===== config.mk =====
export PLATFORM = sky130hd
export DESIGN_NAME = fir_alu_sequencer
export DESIGN_NICKNAME = d
export VERILOG_FILES = /design/src/rtl/fir_alu_sequencer.sv
export SDC_FILE = /design/constraint.sdc
export NUM_CORES = 1
export LEC_CHECK = 0
export BUFFER_PORTS_ARGS = -buffer_cell sky130_fd_sc_hd__buf_2
export CAP_MARGIN = 20
export CORE_ASPECT_RATIO = 0.8
export CORE_MARGIN = 5
export CORE_UTILIZATION = 65
export CTS_CLUSTER_DIAMETER = 200
export DETAILED_ROUTE_END_ITERATION = 6
export GPL_ROUTABILITY_DRIVEN = 1
export PLACE_DENSITY = 0.86
export SYNTH_ARGS = -nofsm -noshare
export SYNTH_HDL_FRONTEND = slang
export SYNTH_SLANG_ARGS = --single-unit

===== constraint.sdc =====
create_clock -name clk -period 5.4 [get_ports clk]
set_clock_uncertainty 0.05 [all_clocks]
set_input_delay 1.62 -clock clk [delete_from_list [all_inputs] [get_ports clk]]
set_output_delay 1.62 -clock clk [all_outputs]
set_load 0.1 [all_outputs]

===== src/rtl/fir_alu_sequencer.sv =====
// fir_alu_sequencer: direct-form FIR filter built on a shared multi-cycle ALU.
// Accepts one 16-bit sample at a time, issues one multiply per tap to the ALU,
// and accumulates the 32-bit products into the filter output.
// Optional build macro FIR_SAT_EN: saturating accumulation instead of 32-bit wrap.
module fir_alu_sequencer #(
  parameter int TAPS    = 8,
  parameter int ALU_LAT = 2
) (
  input  logic                      clk,
  input  logic                      rst,
  input  logic                      coef_we,
  input  logic [$clog2(TAPS)-1:0]   coef_addr,
  input  logic [15:0]               coef_data,
  input  logic                      in_valid,
  output logic                      in_ready,
  input  logic [15:0]               in_data,
  output logic [15:0]               alu_a,
  output logic [15:0]               alu_b,
  output logic [1:0]                alu_op_sel,
  input  logic signed [31:0]        alu_result,
  output logic                      out_valid,
  input  logic                      out_ready,
  output logic [31:0]               out_data,
  output logic                      busy
);

  localparam int AW = $clog2(TAPS);
  localparam int CW = (ALU_LAT > 1) ? $clog2(ALU_LAT) : 1;
  localparam logic [AW-1:0] K_LAST   = AW'(TAPS - 1);
  localparam logic [CW-1:0] LAT_LAST = CW'(ALU_LAT - 1);
  localparam logic [AW:0]   TAPS_W   = (AW+1)'(TAPS);

  typedef enum logic [1:0] {IDLE, ISSUE, WAIT, OUT} state_t;

  state_t                   st, nxt;
  logic [TAPS-1:0][15:0]    x;      // delay line, x[0] is newest sample
  logic [TAPS-1:0][15:0]    coef;
  logic [AW-1:0]            k;      // tap in flight
  logic [CW-1:0]            cnt;    // WAIT cycles elapsed for current tap
  logic signed [31:0]       acc, acc_nxt, sum;
  logic [31:0]              out_q;
  logic                     addr_ok;

  assign addr_ok  = ({1'b0, coef_addr} < TAPS_W);
  assign sum      = acc + alu_result;
  assign out_data = out_q;

`ifdef FIR_SAT_EN
  // Clamp on signed overflow: both addends share a sign the sum lost.
  always_comb begin
    acc_nxt = sum;
    if (!acc[31] && !alu_result[31] && sum[31])      acc_nxt = 32'sh7FFFFFFF;
    else if (acc[31] && alu_result[31] && !sum[31])  acc_nxt = 32'sh80000000;
  end
`else
  // Plain two's-complement wrap.
  always_comb acc_nxt = sum;
`endif

  // State register.
  always_ff @(posedge clk or negedge rst) begin
    if (!rst) st <= IDLE;
    else      st <= nxt;
  end

  // Next-state and handshake/ALU outputs; operands only driven while a tap is in flight.
  always_comb begin
    nxt        = st;
    in_ready   = 1'b0;
    out_valid  = 1'b0;
    busy       = 1'b1;
    alu_a      = 16'h0;
    alu_b      = 16'h0;
    alu_op_sel = 2'b00;
    case (st)
      IDLE: begin
        busy     = 1'b0;
        in_ready = 1'b1;
        if (in_valid) nxt = ISSUE;
      end
      ISSUE: begin
        alu_a      = x[k];
        alu_b      = coef[k];
        alu_op_sel = 2'b01;
        nxt        = WAIT;
      end
      WAIT: begin
        alu_a      = x[k];
        alu_b      = coef[k];
        alu_op_sel = 2'b01;
        if (cnt == LAT_LAST) nxt = (k == K_LAST) ? OUT : ISSUE;
      end
      OUT: begin
        out_valid = 1'b1;
        if (out_ready) nxt = IDLE;
      end
      default: nxt = IDLE;
    endcase
  end

  // Datapath: coefficient bank, delay line, tap/wait counters, accumulator.
  always_ff @(posedge clk or negedge rst) begin
    if (!rst) begin
      x     <= '0;
      coef  <= '0;
      k     <= '0;
      cnt   <= '0;
      acc   <= '0;
      out_q <= '0;
    end else begin
      case (st)
        IDLE: begin
          // Write lands on the same edge as acceptance, so it applies to that sample.
          if (coef_we && addr_ok) coef[coef_addr] <= coef_data;
          if (in_valid) begin
            x   <= {x[TAPS-2:0], in_data};
            acc <= '0;
            k   <= '0;
          end
        end
        ISSUE: cnt <= '0;
        WAIT: begin
          if (cnt == LAT_LAST) begin
            acc <= acc_nxt;
            if (k == K_LAST) out_q <= acc_nxt;
            else             k     <= k + 1'b1;
          end else begin
            cnt <= cnt + 1'b1;
          end
        end
        default: ;
      endcase
    end
  end

endmodule

==> metrics.md <==
| Metric | Value |
|---|---|
| Seq/Total Area, Yosys | `51.0%` |
| Post-route antenna net violation count | `0` |
| Worst-Margin Slew | `991 ps` |
| Post-route minimum period | `4520 ps` |
| Avg WL per Cell | `21.1 um` |
| Worst vdd ir | `0.593 mV` |
| Placement Rows | `51` |
| Crit path max fanout | `29` |
| MaxCap Viol Count | `0` |
| Die Ht | `150 um` |
| Max Used Layer | `met5` |
| H-tree Lvls | `1` |
| Nature of the critical path startpoint | `flip-flop` |
| Main flop type after synthesis | `dfrtp_1` |
| Core box area | `24300 sq um` |
| Root buf cell | `clkbuf_16` |
| Post-DP Area | `17000 sq um` |
| Worst setup EP type | `primary output` |
| Drt total wl | `34.7 mm` |
| Synth cell types | `58` |
| Metal2 WL | `16.5 mm` |
| Port Buf Inserts | `139` |
| Cell family with most CP delay | `flip-flops` |
| Die area | `27900 sq um` |
| Share of the synthesized area in the top cell type | `51.0%` |
| Worst path required time | `3730 ps` |
| Clock tree from TritonCTS | `built` |
| Drt first pass iters | `5` |
| Antenna violations before repair | `5` |
| Slew headroom | `34.0%` |
| Final setup fails | `0` |
| Tcrit/Tclk final | `83.6%` |
| Top-Level Pins | `141` |
| Hold_buf cts | `0` |
| Final hold vios | `0` |
| Hold Crit Class | `flip-flop to flip-flop` |
| Yosys warns | `0` |
| DP HPWL | `22.5 mm` |
| Synth Net Count | `1282` |
| PwrDens | `675 nW/um^2` |
| Vias | `10262` |
| Setup Buffers After CTS | `0` |
| Worst skew pair latency | `550 ps` |
| CTS max path bufs | `3` |
| Global route overflow | `0` |
| Leading cell type in the layout, fill and taps excluded | `dfrtp_1` |
| Largest net degree at the start of global routing | `120` |
| Clk sinks | `326` |
| Initial Util | `65.8%` |
| Area delta synth->final | `14.0%` |
| CTS Buf Count | `31` |
| RSZ-0062 raised after global routing | `false` |
| Setup TNS | `0 ps` |
| Top post-synthesis cells by area | `dfrtp_1, mux2_2, mux4_2` |
| M1 WL | `15.3 mm` |
| GP Congestion | `0.897` |
| Vias in the first global route | `10696` |
| CTS clk-pin slew, worst paths | `60 ps` |
| Largest stage delay, worst path | `830 ps` |
| Synth Area per Inst | `13.6 sq um` |
| Status | `completed` |
| Mapped cell area | `16000 sq um` |
| Asr flop ratio synth | `100%` |
| Number of synthesized register bits | `326` |
| Leak Pwr | `0.00827 uW` |
| Syn Inst Count | `1173` |
| CTS resizes | `0` |
| Post-synth EDFFs | `0` |
| CP Cell Sequence | `buf_12, mux4_2, mux2i_1, nor2b_1, buf_2` |
| CP Buf/Inv Count | `2` |
| Commonest non-fill, non-tap cells in the layout | `dfrtp_1, mux2_2, buf_2, mux4_2, nand2_1` |
| First-pass GRT wire length | `56.8 mm` |
| Share of cells above drive strength 1 | `43.4%` |
| Met3 WL post-DR | `1.89 mm` |
| CP max-delay cell | `dfrtp_4` |
| Final #Nets | `1408` |
| Crit path kind | `flip-flop to primary output` |
| Total Routing Usage GR | `25.3%` |
| Design Area, Final | `18200 sq um` |
| Via-to-Cell Ratio | `6.24` |
| Initial DRC count | `793` |
| Die width | `185 um` |
| Fmax | `221 MHz` |
| Cell taking the most area after synthesis | `dfrtp_1` |
| Worst Path Arrival | `2850 ps` |
| Max-slew violations | `0` |
| Number of remaining DRC errors | `0` |
[worst register-to-register path, cell delays in order (launching register included)]
cell	delay, ps
dfrtp_1	400
ha_1	230
fa_1	420
a21oi_1	200
nand4b_1	150
a21oi_1	120
o21ai_0	410
nand2_1	120
o21ai_0	190
mux2_2	360
o21ai_0	150
[report_power, final]
part | internal [uW] | switching [uW]
Combinational | 2260 | 3420
Clock | 1480 | 948
Sequential | 3480 | 717
[layer usage]
layer,vias to the layer above,GRT usage [%]
met1,5250,36.7
met5,-,0
li1,4601,-
met2,327,40.8
met4,8,6.71
met3,76,3.74
[cell usage after synthesis (3+ instances only)]
library cell / number
a211oi_1: 5
a21o_1: 14
a21oi_1: 34
a22o_1: 23
a31oi_1: 6
and2_1: 4
and3_1: 4
buf_1: 6
buf_2: 16
clkbuf_1: 43
dfrtp_1: 326
ha_1: 36
inv_1: 13
mux2_2: 281
mux2i_1: 33
mux4_2: 64
nand2_1: 48
nand2b_1: 5
nand3_1: 14
nand4_1: 3
nor2_1: 35
nor2b_1: 36
nor3_1: 6
o21ai_0: 38
o21ai_1: 8
o21bai_1: 4
or2_2: 3
or3_1: 3
xnor2_1: 18
xor2_1: 10
[flip-flops by register name, summed over array words and instances, names as in the netlist]
| register | flops |
|---|---|
| cnt | 1 |
| k | 3 |
| x | 128 |
| coef | 128 |
| acc | 32 |
| st | 2 |
| out_data | 32 |
[cells by family after synthesis]
| family | share of synthesized area, % |
|---|---|
| buffers and inverters | 2.00 |
| XOR/XNOR | 1.53 |
| other | 0.0235 |
| adder cells (fa/ha/maj) | 2.94 |
| AO/OA/AOI/OAI | 6.31 |
| AND/OR/NAND/NOR | 5.29 |
| multiplexers | 30.9 |
| flip-flops | 51.0 |
[area by class of cell]
type	count	area (sq um)
Antenna cell	2	5.00
Clock buffer	35	821
Clock inverter	23	334
Fill cell	1487	6090
Inverter	13	48.8
Multi-Input combinational cell	768	7520
Sequential cell	326	8160
Tap cell	318	398
Timing Repair Buffer	159	926
[path summary, 6_finish.rpt]
kind                                     startpoint                        to  slack (ps)  depth (start not counted)
setup / recovery                   k[0]$_DFFE_PN0P_                  alu_b[4]         880                          5
hold / removal             out_data[15]$_DFFE_PN0P_  out_data[15]$_DFFE_PN0P_         430                          2
setup reg to reg                 acc[0]$_DFFE_PN0P_  out_data[26]$_DFFE_PN0P_        2490                         10
hold reg to reg            out_data[15]$_DFFE_PN0P_  out_data[15]$_DFFE_PN0P_         430                          2
max in group asynchronous                       rst         x[43]$_DFFE_PN0P_        3170                          2
min in group asynchronous                       rst  out_data[17]$_DFFE_PN0P_        1070                          1
[per-stage QoR]
step | cells | setup slack [ps] | utilization [%] | power [uW] | hold slack, ps
after global placement | 1583 | 1270 | 70.1 | 9590 | 408
after detailed placement | 1583 | 1240 | 70.1 | 9860 | 424
final | 1644 | 883 | 74.9 | 12300 | 434
after global routing | 1643 | 722 | 74.9 | 12900 | 464
after floorplan | 1173 | 737 | - | 8670 | 404
after CTS | 1641 | 805 | 74.8 | 12300 | 439
(Power assumes the default switching activity.)
